--- src/rtl/rle_dec.sv ---
// Run-length decoder: expands {bit, length} words into an MSB-first byte stream.
// Optional RLE_DEC_STATS_EN adds byte_count and zero_run_err outputs.
module rle_dec #(
    parameter int COUNT_W = 23
) (
    input  logic               clk,
    input  logic               rst,
    input  logic               recv_ready,
    input  logic               send_ready,
    input  logic [COUNT_W:0]   in_data,
    input  logic               end_of_stream,
    output logic [7:0]         out_data,
    output logic               rd_req,
    output logic               wr_req
`ifdef RLE_DEC_STATS_EN
    ,
    output logic [31:0]        byte_count,
    output logic               zero_run_err
`endif
);

    typedef enum logic [2:0] {
        IDLE,
        READ,
        LOAD,
        EXPAND,
        WRITE,
        FLUSH
    } state_t;

    state_t             state, state_n;
    logic [7:0]         byte_sr, sr_n;
    logic [7:0]         out_n;
    logic [3:0]         fill, fill_n;
    logic [COUNT_W-1:0] remaining, rem_n;
    logic               bit_val, bit_n;
    logic               eos_pending, eos_n;

    always_ff @(posedge clk or posedge rst) begin
        if (rst) begin
            state       <= IDLE;
            out_data    <= '0;
            byte_sr     <= '0;
            fill        <= '0;
            remaining   <= '0;
            bit_val     <= 1'b0;
            eos_pending <= 1'b0;
        end else begin
            state       <= state_n;
            out_data    <= out_n;
            byte_sr     <= sr_n;
            fill        <= fill_n;
            remaining   <= rem_n;
            bit_val     <= bit_n;
            eos_pending <= eos_n;
        end
    end

    always_comb begin
        state_n = state;
        sr_n    = byte_sr;
        out_n   = out_data;
        fill_n  = fill;
        rem_n   = remaining;
        bit_n   = bit_val;
        eos_n   = eos_pending;
        rd_req  = 1'b0;
        wr_req  = 1'b0;
        unique case (state)
            IDLE: begin
                if (recv_ready) begin
                    state_n = READ;
                end else if (eos_pending && fill != 4'd0) begin
                    state_n = FLUSH;
                    out_n   = byte_sr << (4'd8 - fill);
                end else if (eos_pending) begin
                    eos_n = 1'b0;
                end
            end
            READ: begin
                rd_req  = 1'b1;
                state_n = LOAD;
            end
            LOAD: begin
                bit_n   = in_data[COUNT_W];
                rem_n   = in_data[COUNT_W-1:0];
                state_n = (rem_n == '0) ? IDLE : EXPAND;
            end
            EXPAND: begin
                sr_n   = {byte_sr[6:0], bit_val};
                fill_n = fill + 4'd1;
                if (remaining != '0) begin
                    rem_n = remaining - 1'b1;
                end
                if (fill_n == 4'd8) begin
                    state_n = WRITE;
                    out_n   = sr_n;
                end else if (rem_n == '0) begin
                    state_n = IDLE;
                end
            end
            WRITE: begin
                wr_req = send_ready;
                if (send_ready) begin
                    fill_n  = 4'd0;
                    state_n = (remaining != '0) ? EXPAND : IDLE;
                end
            end
            FLUSH: begin
                wr_req = send_ready;
                if (send_ready) begin
                    fill_n  = 4'd0;
                    eos_n   = 1'b0;
                    state_n = IDLE;
                end
            end
            default: state_n = IDLE;
        endcase
        // A new end-of-stream pulse always wins over a same-cycle clear.
        if (end_of_stream) begin
            eos_n = 1'b1;
        end
    end

`ifdef RLE_DEC_STATS_EN
    always_ff @(posedge clk or posedge rst) begin
        if (rst) begin
            byte_count   <= '0;
            zero_run_err <= 1'b0;
        end else begin
            if (wr_req && byte_count != 32'hFFFF_FFFF) begin
                byte_count <= byte_count + 32'd1;
            end
            if (state == LOAD && in_data[COUNT_W-1:0] == '0) begin
                zero_run_err <= 1'b1;
            end
        end
    end
`endif

endmodule

--- config.mk ---
export PLATFORM = sky130hd
export DESIGN_NAME = rle_dec
export DESIGN_NICKNAME = d
export VERILOG_FILES = /design/src/rtl/rle_dec.sv
export SDC_FILE = /design/constraint.sdc
export NUM_CORES = 1
export LEC_CHECK = 0
export CAP_MARGIN = 25
export CORE_ASPECT_RATIO = 2
export CORE_MARGIN = 1
export CORE_UTILIZATION = 60
export CTS_CLUSTER_DIAMETER = 200
export DETAILED_ROUTE_END_ITERATION = 10
export PLACE_DENSITY = 0.95
export REMOVE_ABC_BUFFERS = 1
export SYNTH_ARGS = -nofsm -noshare
export SYNTH_HDL_FRONTEND = slang
export SYNTH_SLANG_ARGS = --single-unit
--- constraint.sdc ---
create_clock -name clk -period 4.76 [get_ports clk]
set_clock_uncertainty 0.2 [all_clocks]
set_input_delay 0.714 -clock clk [delete_from_list [all_inputs] [get_ports clk]]
set_output_delay 0.714 -clock clk [all_outputs]
set_load 0.01 [all_outputs]
==> metrics.log, run 1 <==
[metrics] synthesized flop and latch total: 48
[metrics] number of antenna cells inserted: 0
[metrics] pin count of the biggest net entering global routing: 49
[metrics] DRC violations left: 0
[metrics] overall die width: around 54 microns
[metrics] Pleak: around 1.5 nW
[metrics] Placeable Area: a little over 5000 sq um
[metrics] number of DRC markers after the initial detailed-route iteration: roughly 140
[metrics] syn_area_per_cell: 8.138 sq um
[metrics] leading cell type by number of instances after synthesis: sky130_fd_sc_hd__nand2_1
[metrics] clock slew at reported path FFs: approximately 0.09 ns
[metrics] number of cells produced by synthesis: between 300 and 400
[metrics] cell with the largest stage delay on the worst path: sky130_fd_sc_hd__or4_4
[metrics] CP Capture Type: register
[metrics] post-synthesis instance area: 3247 sq um
[metrics] RSZ-0062 raised after global routing: no
[metrics] Gates resized, CTS repair: 0
[metrics] post-detailed-route count of antenna-violating nets: 0
[metrics] count of flip-flops with a built-in enable after synthesis: 0
[metrics] critical setup path kind: reg2reg
[metrics] buffers inserted during post-CTS setup optimization: 0
[metrics] clock buffer depth: 2
[metrics] CTS hold repair buffers: 0
[metrics] I/O pin count: 39
[metrics] proportion of netlist area held by the largest area contributor: between 30% and 40%
[metrics] Maximum Capacitance Violations: 0
[metrics] vertical die dimension: 106.0 microns
[metrics] initial core utilization: between 60 and 70%
[metrics] setup_tns: 0 ns
[metrics] cells along the critical path: or4_4 -> or4_4 -> nor3_2 -> xnor2_1 -> o2111ai_1 -> nor4b_1 -> a21oi_1
[metrics] GR Overflow Total: 0
[metrics] post-synthesis cell type count: 58
[metrics] final core area utilization: between 70% and 80%
[metrics] slew of the pin with the lowest slew margin: 0.6692 ns
[metrics] initial antenna violation count: 0
[metrics] first-pass GRT wire length: 14.92 mm
[metrics] most instantiated flip-flop cell in the synthesis netlist: sky130_fd_sc_hd__dfrtp_1
[metrics] biggest area contributors in the synthesized netlist: sky130_fd_sc_hd__dfrtp_1 (37%), sky130_fd_sc_hd__nand2_1 (8.4%), sky130_fd_sc_hd__a21oi_1 (5.9%)
[metrics] fin cells: a little under 500
[metrics] fraction of layout instances using a drive strength above 1: between 8 and 9%
[metrics] data required time at the worst endpoint: 4.74 ns
[metrics] instance count after placement with tap cells included: between 400 and 500
[metrics] Top cell by count, worst path: sky130_fd_sc_hd__or4_4
[metrics] Final Max Tran Viols: 0
[metrics] outcome: complete, no violations
[metrics] total wirelength of the detailed-routed design: roughly 9.5 mm
[metrics] Clk Latency, worst-skew pair: roughly 0.31 ns
[metrics] ratio of routed vias to standard cells: about 6.7
[metrics] HPWL Detailed: 7.071 mm
[metrics] Final setup violation count: 0
[metrics] via total after detailed routing: 3,263
[metrics] weighted congestion at the end of routability-driven global placement: 0.9482
[metrics] Async SR Flop Fraction: 100.0%
[metrics] Worst Setup Start Kind: register
[metrics] area grow syn2layout: 15.72%
[metrics] Port Buffers: 38
[metrics] CTS root buf: sky130_fd_sc_hd__clkbuf_8
[metrics] share of the yosys chip area belonging to registers: 36.99%
[metrics] Final Hold Fails: 0
[metrics] die area: 5727 sq um
[metrics] TritonCTS sink count: 48
[metrics] overall fraction of global-route tracks in use: 36.60%
[metrics] relative slew slack: between 50% and 60%
[metrics] worst stage delay on the critical path: 0.62 ns
[metrics] post-route fraction of the period consumed by the critical path: between 60 and 70%
[metrics] Avg WL per Cell: slightly below 20 microns
[metrics] via count of the first global-routing pass: ~3.2k
[metrics] maximum achievable frequency: between 300 and 400 MHz
[metrics] type of the most critical hold path: reg2reg
[metrics] instance area after placement: roughly 3600 sq um
[metrics] CTS tree: done
[metrics] cts bufs inserted: 5
[metrics] peak supply drop: between 0.4 and 0.5 mV
[metrics] number of nets in the final layout: 461
[metrics] first drt pass iteration count: 5
[metrics] power density normalized to cell area: roughly 710 nW/um^2
[metrics] Post-synth top cells: sky130_fd_sc_hd__nand2_1 (73), sky130_fd_sc_hd__dfrtp_1 (48), sky130_fd_sc_hd__a21oi_1 (38)
[metrics] synth warn: 0
[metrics] Max FO, Critical Path: 9
[metrics] std cell rows: 37
[metrics] arrival time at the worst endpoint: approximately 3.2 ns
[metrics] leading area contributor after synthesis: sky130_fd_sc_hd__dfrtp_1
[metrics] post-layout instance area: roughly 3800 sq um
[metrics] total number of H-tree levels: 2
[metrics] minimum period implied by the final worst setup slack: between 3 and 4 ns
## placed cells by master (no fill, tap or decap), drive strengths merged, types with 2 or more instances in the layout
master         instances
a211oi                 2
a21oi                 38
a22oi                  6
a32oi                  3
and2                   2
and3                   2
buf                    7
clkbuf                 7
clkdlybuf4s50         38
dfrtp                 48
ha                     4
inv                    9
mux2i                 12
nand2                 73
nand2b                 4
nand3                 15
nand3b                 2
nand4                  3
nor2                  26
nor2b                  3
nor3                  15
nor4                  16
o2111ai                2
o211ai                 7
o21a                   4
o21ai                 24
o22ai                 17
o31ai                  2
o41ai                  2
or2                    2
or3                    5
or3b                   2
or4                    3
xnor2                  8
xor2                   3
## where the power goes
| group | switching, mW | internal (mW) | total (mW) |
|---|---|---|---|
| logic | 0.855 | 0.609 | 1.46 |
| clock network | 0.138 | 0.130 | 0.268 |
| registers | 0.310 | 0.610 | 0.920 |
## per-layer routing
layer  track usage [%]  part of all wire (%)
met1             33.40                    32
met4             28.21                   6.9
met2             65.26                    56
met3             6.295                   5.0
met5                 0                     0
## final cells by class
| class | instances | area [sq um] |
|---|---|---|
| Tap cell | 58 | 72.57 |
| Fill cell | 411 | 1428 |
| Clock buffer | 7 | 96.34 |
| Inverter | 9 | 33.78 |
| Multi-Input combinational cell | 319 | 1908 |
| Sequential cell | 48 | 1201 |
| Timing Repair Buffer | 45 | 445.4 |
## cells by family (layout without fill, tap and decap cells)
logic type / count (synthesis) / after routing / share of synthesized area, %
XOR/XNOR: 11 / 11 / 2.967
flip-flops: 48 / 48 / 36.99
adder cells (fa/ha/maj): 4 / 4 / 1.541
multiplexers: 14 / 14 / 4.740
AO/OA/AOI/OAI: 114 / 114 / 21.39
AND/OR/NAND/NOR: 176 / 176 / 28.05
buffers and inverters: 32 / 61 / 4.316
## worst max-delay path, delay by kind of cell, from the launching register on
| kind | cells | cell delay [ns] |
|---|---|---|
| AND/OR/NAND/NOR | 4 | 1.93 |
| flip-flops | 1 | 0.48 |
| AO/OA/AOI/OAI | 2 | 0.27 |
| XOR/XNOR | 1 | 0.20 |
## path summary, 6_finish.rpt
check	cells past startpoint	to	from	slack [ns]
max	7	state[0]	remaining[14]	1.55
min	1	out_data[7]	out_data[7]	0.29
max reg2reg	7	state[0]	remaining[14]	1.55
min reg2reg	1	out_data[7]	out_data[7]	0.29
max in group asynchronous	3	remaining[6]	rst	3.47
min in group asynchronous	2	out_data[0]	rst	0.41
## flip-flops by register name, indices dropped and copies added (netlist names)
name	count
bit_val	1
remaining	23
state	3
eos_pending	1
fill	4
byte_sr	8
out_data	8
## stage by stage
step           hold WS (ns)  setup WS, ns  total power [mW]
5_1_grt              0.3399         1.426             2.834
2_1_floorplan        0.2453         1.754             1.844
6_report             0.2917         1.552             2.652
3_3_place_gp         0.2588         1.678             2.291
3_5_place_dp         0.2794         1.641             2.349
4_1_cts              0.2987         1.622             2.622
No activity file was read; power rests on OpenSTA's default activity.
==> run 2: changes to the inputs <==
--- a/config.mk
+++ b/config.mk
@@ -8,10 +8,10 @@
 export CAP_MARGIN = 25
 export CORE_ASPECT_RATIO = 2
 export CORE_MARGIN = 1
-export CORE_UTILIZATION = 60
+export CORE_UTILIZATION = 51
 export CTS_CLUSTER_DIAMETER = 200
 export DETAILED_ROUTE_END_ITERATION = 10
-export PLACE_DENSITY = 0.95
+export PLACE_DENSITY = 0.87
 export REMOVE_ABC_BUFFERS = 1
 export SYNTH_ARGS = -nofsm -noshare
 export SYNTH_HDL_FRONTEND = slang
==> constraint.sdc (replaced) <==
create_clock -name clk -period 2.6 [get_ports clk]
set_clock_uncertainty 0.2 [all_clocks]
set_input_delay 0.39 -clock clk [delete_from_list [all_inputs] [get_ports clk]]
set_output_delay 0.39 -clock clk [all_outputs]
set_load 0.01 [all_outputs]
==> metrics.log, run 2 (synthesized netlist as in run 1, its figures left out) <==
[metrics] first-pass GRT wire length: about 17 mm
[metrics] RSZ-0062 raised after global routing: yes
[metrics] outcome: complete, but fails checks
[metrics] overall die width: about 58 microns
[metrics] clock buffer depth: 2
[metrics] first drt pass iteration count: 7
[metrics] overall fraction of global-route tracks in use: approximately a third
[metrics] peak supply drop: 0.7712 mV
[metrics] Final Max Tran Viols: 0
[metrics] vertical die dimension: between 100 and 150 microns
[metrics] registers with the highest flip-flop counts: remaining: 23 flops, byte_sr: 8 flops, out_data: 8 flops
[metrics] Worst Setup Start Kind: register
[metrics] number of DRC markers after the initial detailed-route iteration: about 350
[metrics] startpoint of the lowest-slack register-to-register path: remaining[17]
[metrics] largest reg by FF count: remaining
[metrics] weighted congestion at the end of routability-driven global placement: approximately 0.97
[metrics] Placeable Area: 6056 sq um
[metrics] violations in the final reports: negative setup slack
[metrics] cts bufs inserted: 5
[metrics] I/O pin count: 39
[metrics] fraction of layout instances using a drive strength above 1: roughly a quarter
[metrics] critical setup path kind: reg2reg
[metrics] relative slew slack: roughly 53%
[metrics] ratio of routed vias to standard cells: about 6.4
[metrics] total number of H-tree levels: 2
[metrics] post-detailed-route count of antenna-violating nets: 0
[metrics] pin count of the biggest net entering global routing: 26
[metrics] setup_tns: -0.6662 ns
[metrics] number of flip-flops in the largest register: 23
[metrics] minimum period implied by the final worst setup slack: slightly below 3 ns
[metrics] Avg WL per Cell: roughly 19 microns
[metrics] CTS tree: done
[metrics] initial antenna violation count: 0
[metrics] arrival time at the worst endpoint: between 2 and 3 ns
[metrics] via count of the first global-routing pass: between 3k and 4k
[metrics] reg2reg path depth: 10
[metrics] GR Overflow Total: 0
[metrics] number of antenna cells inserted: 0
[metrics] power density normalized to cell area: 1298 nW/um^2
[metrics] total power: approximately 5.9 mW
[metrics] Final setup violation count: 7
[metrics] fin worst setup slack: -0.2957 ns
[metrics] area grow syn2layout: 40.54%
[metrics] DRC violations left: 0
[metrics] slew of the pin with the lowest slew margin: about 0.71 ns
[metrics] post-route fraction of the period consumed by the critical path: 111.4%
[metrics] CP Capture Type: register
[metrics] TritonCTS sink count: 48
[metrics] Max FO, Critical Path: 4
[metrics] setup slack of the worst register-to-register path: -0.30 ns
[metrics] worst reg2reg endpoint: state[1]
[metrics] std cell rows: 40
[metrics] maximum achievable frequency: around 350 MHz
[metrics] die area: between 6000 and 7000 sq um
[metrics] Pleak: 1.903 nW
[metrics] number of nets in the final layout: 527
[metrics] via total after detailed routing: roughly 3.7k
[metrics] data required time at the worst endpoint: between 2 and 3 ns
[metrics] clock slew at reported path FFs: roughly 0.070 ns
[metrics] commonest non-fill, non-tap cell in the layout: sky130_fd_sc_hd__nand2_1
[metrics] number of filler instances in the final layout: between 400 and 500
[metrics] Clk Latency, worst-skew pair: around 0.30 ns
[metrics] Port Buffers: 38
[metrics] most used cells in the layout excluding fill and tap cells: sky130_fd_sc_hd__nand2_1 (70), sky130_fd_sc_hd__buf_4 (67), sky130_fd_sc_hd__dfrtp_1 (48)
[metrics] total wirelength of the detailed-routed design: ~11 mm
[metrics] Final Hold Fails: 0
[metrics] CTS root buf: sky130_fd_sc_hd__clkbuf_16
[metrics] type of the most critical hold path: in2async
[metrics] HPWL Detailed: between 7 and 8 mm
[metrics] Maximum Capacitance Violations: 0
[metrics] initial core utilization: between 50 and 60%
## run 2: timing repair
item	in CTS	in global routing
pin swaps	13	20
setup buffers	2	5
hold buffers	0	0
endpoints found under the setup margin	3	9
gates resized for setup	13	23
cloned	0	0
## run 2: cell type report
cell class | instances | area, sq um | area share, %
Clock buffer | 5 | 125.1 | 2.742
Clock inverter | 3 | 46.29 | 1.015
Timing Repair Buffer | 111 | 968.4 | 21.22
Sequential cell | 48 | 1201 | 26.32
Inverter | 9 | 33.78 | 0.7403
Tap cell | 84 | 105.1 | 2.303
Multi-Input combinational cell | 319 | 2083 | 45.65
## run 2: how the worst max path moves through the flow
stage | start | to | slack, ns | cells past startpoint
2_1_floorplan | state[1] | out_data[0] | -0.41 | 6
3_3_place_gp | remaining[14] | state[1] | -0.23 | 7
3_5_place_dp | remaining[14] | state[0] | -0.30 | 7
4_1_cts | remaining[16] | state[0] | -0.06 | 8
5_1_grt | remaining[17] | state[1] | -0.37 | 10
6_report | remaining[17] | state[1] | -0.30 | 10
## run 2: through the flow
stage          hold WS (ns)  cell area [sq um]  utilization (%)  worst slack (ns)  instances
6_report             0.2731               4563            75.35           -0.2957        579
5_1_grt              0.3244               4563            75.35           -0.3654        579
4_1_cts              0.2870               4402            72.69          -0.06162        575
3_3_place_gp         0.2599               4144            68.43           -0.2304        565
3_5_place_dp         0.2855               4144            68.43           -0.3007        565
2_1_floorplan        0.2453               3141                -           -0.4061        376
## run 2: report_power, final
group | leakage (nW) | switching [mW] | internal, mW
Sequential | 0.576 | 0.323 | 1.12
Clock | 0.0804 | 0.307 | 0.458
Combinational | 1.25 | 2.12 | 1.59
Total | 1.90 | 2.75 | 3.17
## run 2: worst max-delay path: stages (launching register included)
cell,delay (ns)
sky130_fd_sc_hd__dfrtp_1,0.38
sky130_fd_sc_hd__or4_4,0.55
sky130_fd_sc_hd__buf_6,0.15
sky130_fd_sc_hd__nor4_4,0.33
sky130_fd_sc_hd__buf_4,0.19
sky130_fd_sc_hd__buf_6,0.12
sky130_fd_sc_hd__a21bo_4,0.13
sky130_fd_sc_hd__xor2_2,0.17
sky130_fd_sc_hd__o2111ai_2,0.18
sky130_fd_sc_hd__nor3_1,0.26
sky130_fd_sc_hd__a21oi_1,0.12
## run 2: routing by layer
metal / up-vias / track usage [%] / part of all wire (%)
li1: 1650 / - / -
met2: 192 / 63.22 / 55
met5: - / 0 / 0
met1: 1797 / 30.71 / 31
met3: 72 / 5.399 / 5.4
met4: 0 / 22.70 / 8.3
==> run 3: changes to the inputs <==
--- a/config.mk
+++ b/config.mk
@@ -6,12 +6,13 @@
 export NUM_CORES = 1
 export LEC_CHECK = 0
 export CAP_MARGIN = 25
-export CORE_ASPECT_RATIO = 2
+export CORE_ASPECT_RATIO = 0.5
 export CORE_MARGIN = 1
-export CORE_UTILIZATION = 51
+export CORE_UTILIZATION = 58
 export CTS_CLUSTER_DIAMETER = 200
 export DETAILED_ROUTE_END_ITERATION = 10
-export PLACE_DENSITY = 0.87
+export DONT_BUFFER_PORTS = 1
+export PLACE_DENSITY = 0.86
 export REMOVE_ABC_BUFFERS = 1
 export SYNTH_ARGS = -nofsm -noshare
 export SYNTH_HDL_FRONTEND = slang
==> metrics.log, run 3 (synthesized netlist as in run 1, its figures left out) <==
[metrics] Final setup violation count: 13
[metrics] kind of cell adding the most delay to the critical path: simple AND/OR/NAND/NOR gates
[metrics] instance count after placement with tap cells included: 506
[metrics] arrival time at the worst endpoint: ~2.9 ns
[metrics] Final Hold Fails: 0
[metrics] total wirelength of the detailed-routed design: approximately 11 mm
[metrics] Max FO, Critical Path: 6
[metrics] total number of H-tree levels: 2
[metrics] post-route fraction of the period consumed by the critical path: 111.1%
[metrics] vertical die dimension: roughly 55 microns
[metrics] I/O pin count: 39
[metrics] via count of the first global-routing pass: roughly 3.3k
[metrics] power density normalized to cell area: approximately 1300 nW/um^2
[metrics] number of antenna cells inserted: 0
[metrics] relative slew slack: 53.46%
[metrics] fraction of layout instances using a drive strength above 1: between 20% and 30%
[metrics] fin worst setup slack: -0.2893 ns
[metrics] clock slew at reported path FFs: roughly 0.10 ns
[metrics] type of the most critical hold path: in2reg
[metrics] GR Overflow Total: 0
[metrics] violations in the final reports: negative setup slack
[metrics] critical setup path kind: reg2reg
[metrics] Maximum Capacitance Violations: 0
[metrics] maximum achievable frequency: 346.1 MHz
[metrics] peak supply drop: roughly 0.87 mV
[metrics] weighted congestion at the end of routability-driven global placement: 0.9701
[metrics] pin count of the biggest net entering global routing: 32
[metrics] area grow syn2layout: 26.71%
[metrics] data required time at the worst endpoint: about 2.6 ns
[metrics] first drt pass iteration count: 5
[metrics] HPWL Detailed: 7.112 mm
[metrics] total power: 5.493 mW
[metrics] minimum period implied by the final worst setup slack: a little under 3 ns
[metrics] CP Capture Type: register
[metrics] Clk Latency, worst-skew pair: between 0.3 and 0.4 ns
[metrics] CTS tree: done
[metrics] commonest non-fill, non-tap cell in the layout: sky130_fd_sc_hd__nand2_1
[metrics] worst stage delay on the critical path: roughly 0.57 ns
[metrics] total buffers and inverters traversed by the critical path: 1
[metrics] number of filler instances in the final layout: 324
[metrics] Placeable Area: roughly 5200 sq um
[metrics] most used cells in the layout excluding fill and tap cells: sky130_fd_sc_hd__nand2_1 (73), sky130_fd_sc_hd__buf_4 (61), sky130_fd_sc_hd__dfrtp_1 (48)
[metrics] Top cell by count, worst path: sky130_fd_sc_hd__or4_4
[metrics] Pleak: between 1.5 and 2 nW
[metrics] overall die width: between 100 and 150 microns
[metrics] initial antenna violation count: 0
[metrics] ratio of routed vias to standard cells: roughly 6.8
[metrics] Port Buffers: 0
[metrics] DRC violations left: 0
[metrics] cells along the critical path: or4_4 -> or4_4 -> nor3_4 -> xnor2_1 -> o2111ai_2 -> nor4b_2 -> buf_4 -> a21oi_1
[metrics] std cell rows: 18
[metrics] Final Max Tran Viols: 0
[metrics] fin cells: about 530
[metrics] initial core utilization: a little over three fifths
[metrics] registers with the highest flip-flop counts: remaining: 23 flops, byte_sr: 8 flops, out_data: 8 flops
[metrics] Avg WL per Cell: between 20 and 25 microns
[metrics] number of DRC markers after the initial detailed-route iteration: 422
[metrics] Worst Setup Start Kind: register
[metrics] RSZ-0062 raised after global routing: yes
[metrics] die area: a little under 6000 sq um
[metrics] CTS root buf: sky130_fd_sc_hd__clkbuf_8
[metrics] clock buffer depth: 2
[metrics] overall fraction of global-route tracks in use: 36.56%
[metrics] slew of the pin with the lowest slew margin: about 0.7 ns
[metrics] number of nets in the final layout: between 400 and 500
[metrics] number of flip-flops in the largest register: 23
[metrics] via total after detailed routing: approximately 3.5k
[metrics] largest reg by FF count: remaining
[metrics] outcome: complete, but fails checks
[metrics] cts bufs inserted: 5
[metrics] cell with the largest stage delay on the worst path: sky130_fd_sc_hd__or4_4
[metrics] TritonCTS sink count: 48
[metrics] first-pass GRT wire length: about 16 mm
[metrics] post-detailed-route count of antenna-violating nets: 0
[run 3: through the flow]
| stage | hold slack (ns) | cell area [sq um] | setup TNS (ns) | util, % | setup slack (ns) |
|---|---|---|---|---|---|
| finish | 0.01358 | 4114 | -1.081 | 79.77 | -0.2893 |
| detailed placement | 0.1064 | 3681 | -0.8919 | 71.37 | -0.3518 |
| CTS | 0.01532 | 3954 | -0.8449 | 76.66 | -0.2388 |
| global placement | 0.08979 | 3681 | -0.5843 | 71.37 | -0.2774 |
| global route | 0.01254 | 4114 | -2.498 | 79.77 | -0.3803 |
| floorplan | 0.2453 | 3141 | -4.783 | - | -0.4061 |
[run 3: layout make-up]
cell class | instances | area [sq um] | area share [%]
multi-input cells | 319 | 2103 | 51.13
flip-flops and latches | 48 | 1201 | 29.20
repair buffers | 71 | 566.8 | 13.78
well taps | 70 | 87.58 | 2.129
clock buffers | 6 | 82.58 | 2.007
clock inverters | 2 | 38.79 | 0.9428
inverters | 9 | 33.78 | 0.8212
[run 3: final timing paths]
check                              start            to  slack, ns  depth (start not counted)
max                        remaining[15]      state[1]      -0.29                          8
min                           in_data[4]  remaining[4]       0.01                          2
max reg2reg                remaining[15]      state[1]      -0.29                          8
min reg2reg                   byte_sr[7]    byte_sr[7]       0.29                          2
max in group asynchronous            rst  remaining[8]       1.30                          3
min in group asynchronous            rst    byte_sr[1]       0.32                          2
[run 3: what timing repair did]
| action | 4_1_cts | 5_1_grt |
|---|---|---|
| pin swaps | 14 | 24 |
| gates resized for setup | 15 | 31 |
| buffers inserted | 5 | 4 |
| endpoints found under the setup margin | 10 | 16 |
| hold buffers | 3 | 0 |
| endpoints found under the hold margin | 22 | 0 |
[run 3: report_power, final]
part	internal [mW]	switching [mW]	total [mW]
clock	0.315	0.283	0.598
sequential	1.12	0.413	1.53
combinational	1.36	2.00	3.36
[run 3: per-layer routing]
| metal | part of all wire, % | vias up | global-route usage [%] |
|---|---|---|---|
| met3 | 9.5 | 61 | 6.792 |
| met4 | 4.9 | 0 | 16.89 |
| met1 | 38 | 1687 | 45.95 |
| li1 | - | 1564 | - |
| met2 | 47 | 236 | 63.68 |
| met5 | 0 | - | 0 |
